<file path="config.mk">
export PLATFORM = sky130hd
export DESIGN_NAME = vc_buffer_ctrl
export DESIGN_NICKNAME = d
export VERILOG_FILES = /design/src/rtl/noc_params.sv /design/src/rtl/circular_buffer.sv /design/src/rtl/vc_buffer_ctrl.sv
export SDC_FILE = /design/constraint.sdc
export NUM_CORES = 1
export LEC_CHECK = 0
export CORE_ASPECT_RATIO = 1.75
export CORE_UTILIZATION = 52
export DETAILED_ROUTE_END_ITERATION = 7
export PLACE_DENSITY = 0.87
export SKIP_LAST_GASP = 1
export SYNTH_ARGS = -nofsm -noshare
export SYNTH_HDL_FRONTEND = slang
export SYNTH_HIERARCHICAL = 1
export SYNTH_SLANG_ARGS = --single-unit
</file>
<file path="constraint.sdc">
create_clock -name clk -period 5.4 [get_ports clk]
set_clock_uncertainty 0.15 [all_clocks]
set_input_delay 0.81 -clock clk [delete_from_list [all_inputs] [get_ports clk]]
set_output_delay 0.81 -clock clk [all_outputs]
set_load 0.005 [all_outputs]
</file>
<file path="src/rtl/noc_params.sv">
// Shared NoC definitions: flit format, flit labels, VC/destination widths
// and the input-port controller state encoding.
package noc_params;

    localparam int VC_SIZE          = 2;
    localparam int DEST_ADDR_SIZE_X = 4;
    localparam int DEST_ADDR_SIZE_Y = 4;
    localparam int PAYLOAD_SIZE     = 8;

    typedef enum logic [1:0] {
        HEAD     = 2'd0,
        BODY     = 2'd1,
        TAIL     = 2'd2,
        HEADTAIL = 2'd3
    } flit_label_t;

    typedef enum logic [1:0] {
        IDLE   = 2'd0,
        VA     = 2'd1,
        ACTIVE = 2'd2
    } port_state_t;

    typedef struct packed {
        flit_label_t                 flit_label;
        logic [VC_SIZE-1:0]          vc_id;
        logic [DEST_ADDR_SIZE_X-1:0] x_dest;
        logic [DEST_ADDR_SIZE_Y-1:0] y_dest;
        logic [PAYLOAD_SIZE-1:0]     payload;
    } flit_t;

    function automatic logic is_head_label(input flit_label_t l);
        return (l == HEAD) || (l == HEADTAIL);
    endfunction

    function automatic logic is_tail_label(input flit_label_t l);
        return (l == TAIL) || (l == HEADTAIL);
    endfunction

endpackage

</file>
<file path="src/rtl/circular_buffer.sv">
// Flit FIFO with power-of-two depth. A write into a full buffer is accepted
// only when a read happens in the same cycle, freeing the slot.
module circular_buffer
    import noc_params::*;
#(
    parameter int BUFFER_SIZE = 8
) (
    input  logic  clk,
    input  logic  rst,
    input  flit_t data_i,
    input  logic  read_i,
    input  logic  write_i,
    output flit_t data_o,
    output logic  is_full_o,
    output logic  is_empty_o
);

    localparam int PTR_W = $clog2(BUFFER_SIZE);
    localparam int CNT_W = PTR_W + 1;

    flit_t            mem_q [BUFFER_SIZE];
    logic [PTR_W-1:0] rd_ptr_q, wr_ptr_q;
    logic [CNT_W-1:0] count_q;
    logic             do_read, do_write;

    assign is_empty_o = (count_q == '0);
    assign is_full_o  = (count_q == CNT_W'(BUFFER_SIZE));
    assign do_read    = read_i & ~is_empty_o;
    assign do_write   = write_i & (~is_full_o | do_read);
    assign data_o     = mem_q[rd_ptr_q];

    // Pointers are exactly log2(depth) wide, so the increment wraps for free.
    always_ff @(posedge clk) begin
        if (rst) begin
            rd_ptr_q <= '0;
            wr_ptr_q <= '0;
            count_q  <= '0;
        end else begin
            if (do_write) wr_ptr_q <= wr_ptr_q + 1'b1;
            if (do_read)  rd_ptr_q <= rd_ptr_q + 1'b1;
            count_q <= count_q + CNT_W'(do_write) - CNT_W'(do_read);
        end
    end

    always_ff @(posedge clk) begin
        if (do_write) mem_q[wr_ptr_q] <= data_i;
    end

endmodule

</file>
<file path="src/rtl/vc_buffer_ctrl.sv">
// Virtual-channel input buffer controller: packet FSM (IDLE/VA/ACTIVE),
// destination and output-VC latches, and credit/error pulse generation.
module vc_buffer_ctrl
    import noc_params::*;
#(
    parameter int BUFFER_SIZE = 8
) (
    input  logic                        clk,
    input  logic                        rst,
    input  flit_t                       data_i,
    input  logic                        valid_i,
    input  logic                        va_grant_i,
    input  logic [VC_SIZE-1:0]          out_vc_i,
    input  logic                        sa_grant_i,
    output flit_t                       data_o,
    output logic                        va_request_o,
    output logic                        sa_request_o,
    output logic [DEST_ADDR_SIZE_X-1:0] x_dest_o,
    output logic [DEST_ADDR_SIZE_Y-1:0] y_dest_o,
    output logic                        credit_o,
    output logic                        error_o,
    output logic                        is_full_o,
    output logic                        is_empty_o,
    output port_state_t                 state_o
);

    port_state_t                 state_q;
    logic [VC_SIZE-1:0]          out_vc_q;
    logic [DEST_ADDR_SIZE_X-1:0] x_dest_q;
    logic [DEST_ADDR_SIZE_Y-1:0] y_dest_q;
    logic                        credit_q, error_q;

    flit_t front;
    logic  front_is_head, discard, grant_pop, pop, drop;

    circular_buffer #(.BUFFER_SIZE(BUFFER_SIZE)) u_buffer (
        .clk       (clk),
        .rst       (rst),
        .data_i    (data_i),
        .read_i    (pop),
        .write_i   (valid_i),
        .data_o    (front),
        .is_full_o (is_full_o),
        .is_empty_o(is_empty_o)
    );

    // A packet must open with a head flit; anything else at the front in IDLE is junk.
    assign front_is_head = is_head_label(front.flit_label);
    assign discard       = (state_q == IDLE) & ~is_empty_o & ~front_is_head;
    assign grant_pop     = sa_grant_i & sa_request_o;
    assign pop           = discard | grant_pop;
    assign drop          = valid_i & is_full_o & ~pop;

    assign va_request_o = (state_q == VA);
    assign sa_request_o = (state_q == ACTIVE) & ~is_empty_o;
    assign x_dest_o     = x_dest_q;
    assign y_dest_o     = y_dest_q;
    assign credit_o     = credit_q;
    assign error_o      = error_q;
    assign state_o      = state_q;

    always_comb begin
        data_o = front;
        if (front_is_head) data_o.vc_id = out_vc_q;
    end

    always_ff @(posedge clk) begin
        if (rst) begin
            state_q  <= IDLE;
            out_vc_q <= '0;
            x_dest_q <= '0;
            y_dest_q <= '0;
            credit_q <= 1'b0;
            error_q  <= 1'b0;
        end else begin
            credit_q <= pop;
            error_q  <= drop | discard;
            case (state_q)
                IDLE: begin
                    if (~is_empty_o && front_is_head) begin
                        state_q  <= VA;
                        x_dest_q <= front.x_dest;
                        y_dest_q <= front.y_dest;
                    end
                end
                VA: begin
                    if (va_grant_i) begin
                        state_q  <= ACTIVE;
                        out_vc_q <= out_vc_i;
                    end
                end
                ACTIVE: begin
                    if (grant_pop && is_tail_label(front.flit_label)) state_q <= IDLE;
                end
                default: state_q <= IDLE;
            endcase
        end
    end

endmodule

</file>
; Word-level counts from Yosys, hierarchy flattened
; Memories as Yosys holds them, arrays and structs flattened. A register that Yosys moved wholly into a read port is not among the register bits.
; Cells that the tools add are included.
[totals]
in_bits = 27
regBits = 24
word_cells = 56
memories = 1
out_inout_bits = 36
ram_bits = 160
[classes]
n_bitwise = 15
n_reduce_logical = 10
addsub = 4
muxes = 9
n_eq_ne = 8
[memory_table]
columns = name, words, width, rd, rd_clocked_by_memory_dff, write_ports, line_no
row1 = u_buffer.mem_q, 8, 20, 1, 1, 1, circular_buffer.sv:21  ; flit_t mem_q [BUFFER_SIZE];
[ops]
columns = cell, count
row1 = $and 1x1->1, 8
row2 = $mux 2, 4
row3 = $add 3x1->3 const B, 2
row4 = $eq 2x2->1 const B, 3
row5 = $mux 3, 2
row6 = $pmux 2 s3, 1
row7 = $add 4x1->4, 1
row8 = $eq 4x4->1 const B, 1
row9 = $logic_not 2->1, 2
row10 = $logic_not 4->1, 1
row11 = $ne 2x1->1 const B, 2
row12 = $not 1->1, 4
row13 = $reduce_and 2->1, 2
row14 = $sub 4x1->4, 1
row15 = $or 1x1->1, 3
row16 = $reduce_and 3->1, 1
row17 = $eq 2x1->1 const B, 1
row18 = $logic_and 1x1->1, 2
row19 = $logic_or 1x1->1, 2
row20 = $mux 1, 2
row21 = $ne 2x2->1 const B, 1

; Depth between registers and ports, before layout
; Gate-level depths: netlist (run 1).
[logic_depth]
word_depth = 10
mapped_depth = 17
depth_no_buf = 14

; Cells and area by module
; Netlist (run 1), hierarchy kept.
[modules_own_cells]
columns = mod, instances, seq_area_each_um2, area_each_um2, cells_each
row1 = circular_buffer, 1, 5064.9, 6767.7, 321
row2 = vc_buffer_ctrl, 1, 280.3, 635.6, 72

; Least setup slack after synthesis (run 1)
; OpenSTA, ideal clock, no wires.
[synth_path]
path_type = reg2reg
start = register with a tool-made name
end = memory u_buffer/mem_q[0][0] in the netlist's numbering, enable pin
path_slack_ps = 154
arrival_ps = 4648
stages_incl_launch_ff = 12
required_ps = 4802
period_less_slack_ps = 5246
n_path_buf = 2
setup_ps = 448
cell_sequence = dfxtp_1 -> clkbuf_1 -> buf_4 -> mux4_2 -> mux2_2 -> ha_1 -> nor2_1 -> a21oi_1 -> nor3_1 -> nor2b_1 -> nor2_1 -> nor4_1
[synth_rtl]
columns = element, line_no
row1 = end: declaration, circular_buffer.sv:21

==> metrics.txt, run 1 <==
vias=3911; final setup fails=0; slowest CP cell=nor3_2; TritonCTS clock tree=built; area of the die=between 10000 and 15000 um^2; router iterations before antenna repair=4; placed cell count=625; Simple-Gate Fraction of Synth Area=0.0554; I/O pin total=63; Synth Cell Area=around 7400 um^2; total CTS buffers=17; Most Crowded Layer GR=met2; clk root buf=clkbuf_16; mux cell area share after synthesis=0.164; Port Buf Inserts=a little over 60; Total Routed Length=approximately 15000 um; routed len/inst=between 20 and 25 um; H-Tree Depth=4; Arr. time, crit path=between 4 and 5 ns; top-count cell post-synth=edfxtp_1; max incr delay on CP=about 0.7 ns; critical path startpoint category=register; post-synthesis compound-gate area fraction=0.0204; post-cts resize count=0; DR DRC count=0; Yosys top cell area share=0.649; distinct cell type count of the synthesized netlist=between 40 and 50; Final ANT Viol Nets=0; XOR/XNOR Fraction of Synth Area=0.00118; core footprint=13900 um^2; M2 GR Usage=0.385; Worst Max-Slew Pin Slew=1.08 ns; share of cells above drive strength 1=0.254; CP delay by family, top=simple AND/OR/NAND/NOR gates; Rows=57; first-pass GRT wire length=approximately 23000 um; critical path capture point type=register; number of enable flip-flop cells after synthesis=160; min cycle time layout=roughly 4.7 ns; cts hold-fix bufs=0; Layout Cells excl Fill=~660; total gr overflow=0; Synth Flop Type=edfxtp_1; max cap viols=0; Die Wd=92.2 um; fin area=9010 um^2; vias in the first global route=4148; # Post-CTS Setup Buffers=0; Worst-path clk slew=~0.07 ns; Worst EP required=around 5.4 ns; syn_nets=430; Total GRT Usage=0.221; Syn. warnings=6; area grow syn2layout=21.7%; placed cell area=slightly above 8000 um^2; CP cell instances=mux4_2, mux2_2, ha_1, nor2_1, a21oi_1, nor3_1, nor2b_1, o21ai_0, nor3_2, buf_12; Die Y=160 um; #FFs+latches synth=roughly 190; Mean Syn Cell Area=around 19 um^2; unrepaired setup endpoints after global routing=no; part of the cycle the worst path needs=0.863; Async S/R FF share, synth=0; slew margin rel.=0.276; diodes inserted=0; Max FO, Critical Path=14; DP Wirelength=roughly 8900 um; min-delay src=y_dest_o[1]$_SDFFE_PP0P_; VDD IR max=between 0.2 and 0.25 mV; Final Slew Violations=0; pin count of the biggest net entering global routing=32; pwr dens=roughly 460 nW/um^2; clk sinks=187; Final Hold Viols=0; worst-skew pair later-pin latency=around 0.43 ns; Post-Synth Adder-Cell Area=0.0179; largest family of logic cells by synthesized area=multiplexers; min-delay worst type=reg2reg; status=finished clean; Via density=5.95; M3 GR Usage=0.0486; P_leak=around 0.0029 uW; Synth Instances=roughly 390; Buf+Inv Stages, Crit Path=1; RD Place Congestion=slightly above 0.8; antenna violations before repair=0; Fill cells=between 900 and 1000; Final #Nets=504; Yosys top cell by area=edfxtp_1; most instantiated cells after synthesis=edfxtp_1, mux4_2, dfxtp_1; CTS max path bufs=2; synth top area cells=edfxtp_1, mux4_2, dfxtp_1; sequential fraction of the synthesis area=0.722; DR iter-0 viols=approximately 310; met1 global-route usage=0.266; Crit Path Category=reg2reg; Initial Util=0.532; TNS Setup=0 ns; highest clock rate=0.215 GHz
[final timing paths]
path	endpoint	slack (ns)	cells after the start
max reg2reg	u_buffer/mem_q[7][13]$_DFFE_PP_	0.74	10
max	u_buffer/mem_q[7][13]$_DFFE_PP_	0.74	10
min	y_dest_o[1]$_SDFFE_PP0P_	0.30	2
min reg2reg	y_dest_o[1]$_SDFFE_PP0P_	0.30	2
[cells by family after synthesis]
family | after synthesis
flops | 187
compound gates | 24
buf+inv | 29
mux | 68
simple gates | 74
xor+xnor | 1
fa+ha+maj | 10
[worst reg2reg max path, delay by kind of cell (launching register included)]
| kind | cells | cell delay, ns |
|---|---|---|
| AOI/OAI and AO/OA | 2 | 0.47 |
| adders and majority gates | 1 | 0.37 |
| buffers and inverters | 1 | 0.26 |
| DFF | 1 | 0.55 |
| muxes | 2 | 0.87 |
| and+or+nand+nor | 4 | 1.68 |
[sequential cells by signal (all words and copies together) (netlist names), named ones only]
name,flops
u_buffer/rd_ptr_q,3
out_vc_q,2
x_dest_o,4
y_dest_o,4
u_buffer/wr_ptr_q,3
credit_o,1
u_buffer/mem_q,160
u_buffer/count_q,4
state_o,2
error_o,1
[per-layer routing]
layer  vias to the layer above  routed length [um]
met3                        16                 921
met4                         0                 210
li1                       1710                   -
met1                      2031                5560
met5                         -                   0
met2                       154                8440
[layout by cell type (no fill, tap or decap), types with 3 or more instances in the layout]
master / n
inv_6: 4
buf_12: 3
inv_1: 10
mux2_2: 24
dfxtp_1: 26
ha_1: 9
nor2_1: 10
nor3_2: 6
nor2b_1: 5
clkdlybuf4s50_1: 62
nand2b_1: 6
buf_4: 9
a21oi_1: 14
clkbuf_16: 23
nand2_1: 25
mux4_2: 40
mux2i_1: 4
edfxtp_1: 160
[stage by stage]
stage	total power [uW]	util	setup slack, ns	hold slack (ns)
floorplan	2350	-	0.154	0.297
global placement	2710	0.598	1.11	0.292
detailed placement	2760	0.598	0.965	0.299
CTS	4180	0.648	0.739	0.309
global route	4300	0.648	0.472	0.334
finish	4140	0.648	0.742	0.303
[final cells by class]
class	instances	area [um^2]	area share
inverter	10	37.5	0.00417
sequential	187	5350	0.594
tap	177	221	0.0246
multi-input combinational	177	1960	0.217
timing repair buffer	74	748	0.0831
clock buffer	25	593	0.0658
clock inverter	7	104	0.0115
[power by group]
part           switching, uW  leakage (uW)  internal (uW)
Combinational            432      0.000904            489
Sequential              79.8       0.00167           1740
Clock                    532      0.000342            870
Total                   1040       0.00292           3100
(Power assumes the default switching activity.)
==> run 2: changes to the inputs <==
Settings changed: CORE_UTILIZATION 52 to 55.
Clock period 5.4 ns to 5.09 ns, I/O delays scaled along.
==> metrics.txt, run 2 (same netlist as run 1, synthesis figures left out) <==
vias in the first global route=4220; I/O pin total=63; area of the die=13900 um^2; Worst EP required=just over 5 ns; Final ANT Viol Nets=0; Via density=a little under 6; vias=just under 4000; final setup fails=0; DP Wirelength=9210 um; first-pass GRT wire length=23700 um; highest clock rate=~0.23 GHz; max cap viols=0; CTS max path bufs=2; H-Tree Depth=4; total gr overflow=0; TNS Setup=0 ns; part of the cycle the worst path needs=0.856; DR DRC count=0; routed len/inst=about 23 um; Die Wd=~90 um; Crit Path Category=reg2reg; worst-skew pair later-pin latency=roughly 0.42 ns; commonest non-fill, non-tap cell in the layout=edfxtp_1; min cycle time layout=between 4 and 5 ns; pwr dens=479 nW/um^2; Worst Max-Slew Pin Slew=between 1 and 1.5 ns; Initial Util=0.569; unrepaired setup endpoints after global routing=no; Arr. time, crit path=between 4 and 5 ns; DR iter-0 viols=around 320; share of cells above drive strength 1=0.251; TritonCTS clock tree=built; RD Place Congestion=around 0.73; VDD IR max=0.314 mV; clk root buf=clkbuf_16; post-cts resize count=0; total CTS buffers=17; router iterations before antenna repair=5; min-delay worst type=reg2reg; core footprint=about 13000 um^2; antenna violations before repair=0; P_leak=approximately 0.0029 uW; clk sinks=~190; area grow syn2layout=20.5%; Fill cells=approximately 800; critical path startpoint category=register; Final #Nets=a little over 500; Final Core Density=0.686; cts hold-fix bufs=0; Final Hold Viols=0; Top reg by flops=u_buffer/mem_q; Die Y=around 160 um; most frequent cells in the layout=edfxtp_1, clkdlybuf4s50_1, mux4_2, dfxtp_1, nand2_1; Total GRT Usage=0.234; diodes inserted=0; Rows=55; # Post-CTS Setup Buffers=0; Worst-path clk slew=about 0.060 ns; Port Buf Inserts=62; Final Slew Violations=0; pin count of the biggest net entering global routing=32; critical path capture point type=register; slew margin rel.=0.293; status=finished clean; Total Routed Length=approximately 15000 um; Max FO, Critical Path=15; max reg flops=160
run 2: changes by cell type in the layout (fill, tap and decap cells not counted), moves of 3 or more:
| cell | delta |
|---|---|
| inv_6 | -3 |
| buf_4 | +4 |
| clkbuf_16 | -6 |
| clkbuf_1 | +3 |
| clkinvlp_4 | +5 |
run 2: final cells by class:
type / instances / area (um^2) / share of cell area
flip-flops and latches: 187 / 5350 / 0.599
multi-input cells: 177 / 1970 / 0.221
repair buffers: 76 / 738 / 0.0827
clock buffers: 21 / 440 / 0.0494
well taps: 171 / 214 / 0.0240
clock inverters: 11 / 171 / 0.0192
inverters: 10 / 37.5 / 0.00421
run 2: power breakdown:
part	internal [uW]	switching, uW
clock	823	531
combinational	533	459
sequential	1840	85.1
run 2: worst paths after layout:
kind                                      to  slack (ns)                      from  cells past startpoint
max          u_buffer/mem_q[0][19]$_DFFE_PP_        0.74                  register                     10
min                 y_dest_o[2]$_SDFFE_PP0P_        0.30  y_dest_o[2]$_SDFFE_PP0P_                      2
max reg2reg  u_buffer/mem_q[0][19]$_DFFE_PP_        0.74                  register                     10
min reg2reg         y_dest_o[2]$_SDFFE_PP0P_        0.30  y_dest_o[2]$_SDFFE_PP0P_                      2
run 2: critical path: stages (launching register included):
cell and delay [ns]:
dfxtp_1 0.73, mux4_2 0.42, mux2_2 0.31, ha_1 0.37, nor2_1 0.16, a21oi_1 0.08
nor3_1 0.33, nor2b_1 0.47, nor2_1 0.25, nor4_4 0.55, buf_12 0.24
run 2: metal layers:
metal | track usage | part of all wire | up-vias
li1 | - | - | 1712
met1 | 0.276 | 0.37 | 1998
met2 | 0.402 | 0.56 | 151
met3 | 0.0523 | 0.049 | 21
met4 | 0.120 | 0.020 | 0
met5 | 0 | 0 | -
run 2: per-stage QoR:
step | hold WS, ns | worst slack [ns] | area (um^2) | total power, uW | cells
floorplan | 0.297 | 0.330 | 7420 | 2500 | 393
global placement | 0.291 | 1.06 | 8310 | 2900 | 621
detailed placement | 0.297 | 0.788 | 8310 | 2950 | 621
CTS | 0.306 | 0.717 | 8920 | 4300 | 653
global route | 0.323 | 0.509 | 8920 | 4450 | 653
finish | 0.304 | 0.735 | 8920 | 4270 | 653
==> run 3: changes to the inputs <==
Settings changed: PLACE_DENSITY 0.87 to 0.75.
==> metrics.txt, run 3 (same netlist as run 1, synthesis figures left out) <==
status=finished clean; max cap viols=0; antenna violations before repair=0; post-cts resize count=0; commonest non-fill, non-tap cell in the layout=edfxtp_1; Sw Ratio=0.262; hold slack=between 0.3 and 0.4 ns; Rows=between 50 and 60; slew margin rel.=0.544; vias=~3800; clk root buf=clkbuf_16; CTS max path bufs=2; combinational share of power=0.235; first-pass GRT wire length=around 22000 um; pwr dens=between 400 and 500 nW/um^2; P_leak=0.00285 uW; Total GRT Usage=0.219; area grow syn2layout=19.7%; Initial Util=0.569; Crit Path Category=reg2reg; max reg flops=160; Total Routed Length=around 14000 um; Worst EP required=~5 ns; I/O pin total=63; total CTS buffers=17; max incr delay on CP=approximately 0.63 ns; diodes inserted=0; Clk pwr share=0.298; critical path capture point type=register; power after layout=a little over 4000 uW; Worst Max-Slew Pin Slew=around 0.68 ns; VDD IR max=roughly 0.27 mV; Via density=roughly 5.8; Arr. time, crit path=between 4 and 5 ns; sequential power share=0.467; core footprint=13000 um^2; Top reg by flops=u_buffer/mem_q; Int Pwr=between 3000 and 4000 uW; M3 GR Usage=0.0352; DP Wirelength=8790 um; area of the die=13900 um^2; DR DRC count=0; worst-skew pair later-pin latency=0.42 ns; highest clock rate=roughly 0.23 GHz; pin count of the biggest net entering global routing=32; cts hold-fix bufs=0; total gr overflow=0; unrepaired setup endpoints after global routing=no; placed cell count=a little over 600; Die Wd=around 90 um; share of cells above drive strength 1=0.255; Most Crowded Layer GR=met2; TNS Setup=0 ns; Buf+Inv Stages, Crit Path=1; Final Core Density=0.681; Final Hold Viols=0; part of the cycle the worst path needs=0.846; # Post-CTS Setup Buffers=0; Layout Cells excl Fill=around 650; Final #Nets=slightly above 500; vias in the first global route=3910; M2 GR Usage=0.411; RD Place Congestion=just under 0.8; critical path startpoint category=register; Port Buf Inserts=62; Psw=~1100 uW; min cycle time layout=roughly 4.3 ns; routed len/inst=~21 um; min-delay worst type=reg2reg; Die Y=155 um; TritonCTS clock tree=built; Final ANT Viol Nets=0; slowest CP cell=dfxtp_2; router iterations before antenna repair=4; CP delay by family, top=simple AND/OR/NAND/NOR gates; Max FO, Critical Path=20; H-Tree Depth=4; DR iter-0 viols=245; CP cell instances=mux4_2, mux2_2, ha_1, nor2_1, a21oi_1, nor3_1, nor2b_1, o21ai_0, nor3_2, buf_4; final setup fails=0; clk sinks=187; Final Slew Violations=0; most frequent cells in the layout=edfxtp_1, clkdlybuf4s50_1, mux4_2, dfxtp_1, nand2_1; Worst-path clk slew=around 0.070 ns; met1 global-route usage=0.249
run 3: routing by layer:
layer | part of all wire | up-vias
met5 | 0 | -
met4 | 0.014 | 0
met3 | 0.029 | 13
met2 | 0.57 | 86
met1 | 0.38 | 1951
li1 | - | 1708
run 3: final timing paths:
| kind | from | to | slack, ns | cells past startpoint |
|---|---|---|---|---|
| worst max-delay path | register | u_buffer/mem_q[7][15]$_DFFE_PP_ | 0.78 | 10 |
| worst max register to register | register | u_buffer/mem_q[7][15]$_DFFE_PP_ | 0.78 | 10 |
| worst min-delay path | y_dest_o[1]$_SDFFE_PP0P_ | y_dest_o[1]$_SDFFE_PP0P_ | 0.31 | 2 |
| worst min register to register | y_dest_o[1]$_SDFFE_PP0P_ | y_dest_o[1]$_SDFFE_PP0P_ | 0.31 | 2 |
run 3: layout make-up:
class | count | area (um^2)
Sequential cell | 187 | 5350
Clock buffer | 18 | 429
Tap cell | 171 | 214
Clock inverter | 14 | 136
Timing Repair Buffer | 76 | 726
Multi-Input combinational cell | 177 | 1970
Fill cell | 839 | 4140
Inverter | 10 | 37.5
run 3: power groups by stage:
stage / logic (uW) / registers, uW / clock network [uW]
3_3_place_gp: 962 / 1950 / 0
6_report: 971 / 1930 / 1230
2_1_floorplan: 572 / 1930 / 0
4_1_cts: 986 / 1930 / 1260
5_1_grt: 1050 / 1950 / 1320
3_5_place_dp: 976 / 1960 / 0
run 3: through the flow:
stage                     instance area [um^2]  setup slack (ns)
final                                     8860             0.783
after global routing                      8860             0.433
after CTS                                 8860             0.791
after detailed placement                  8300             0.851
after global placement                    8300             0.967
after floorplan                           7420             0.330
run 3: worst register-to-register path: stages, from the launching register on:
cell and delay, ns:
dfxtp_2 0.63, mux4_2 0.56, mux2_2 0.30, ha_1 0.36, nor2_1 0.15, a21oi_1 0.07, nor3_1 0.38, nor2b_1 0.45
o21ai_0 0.33, nor3_2 0.20, buf_4 0.37
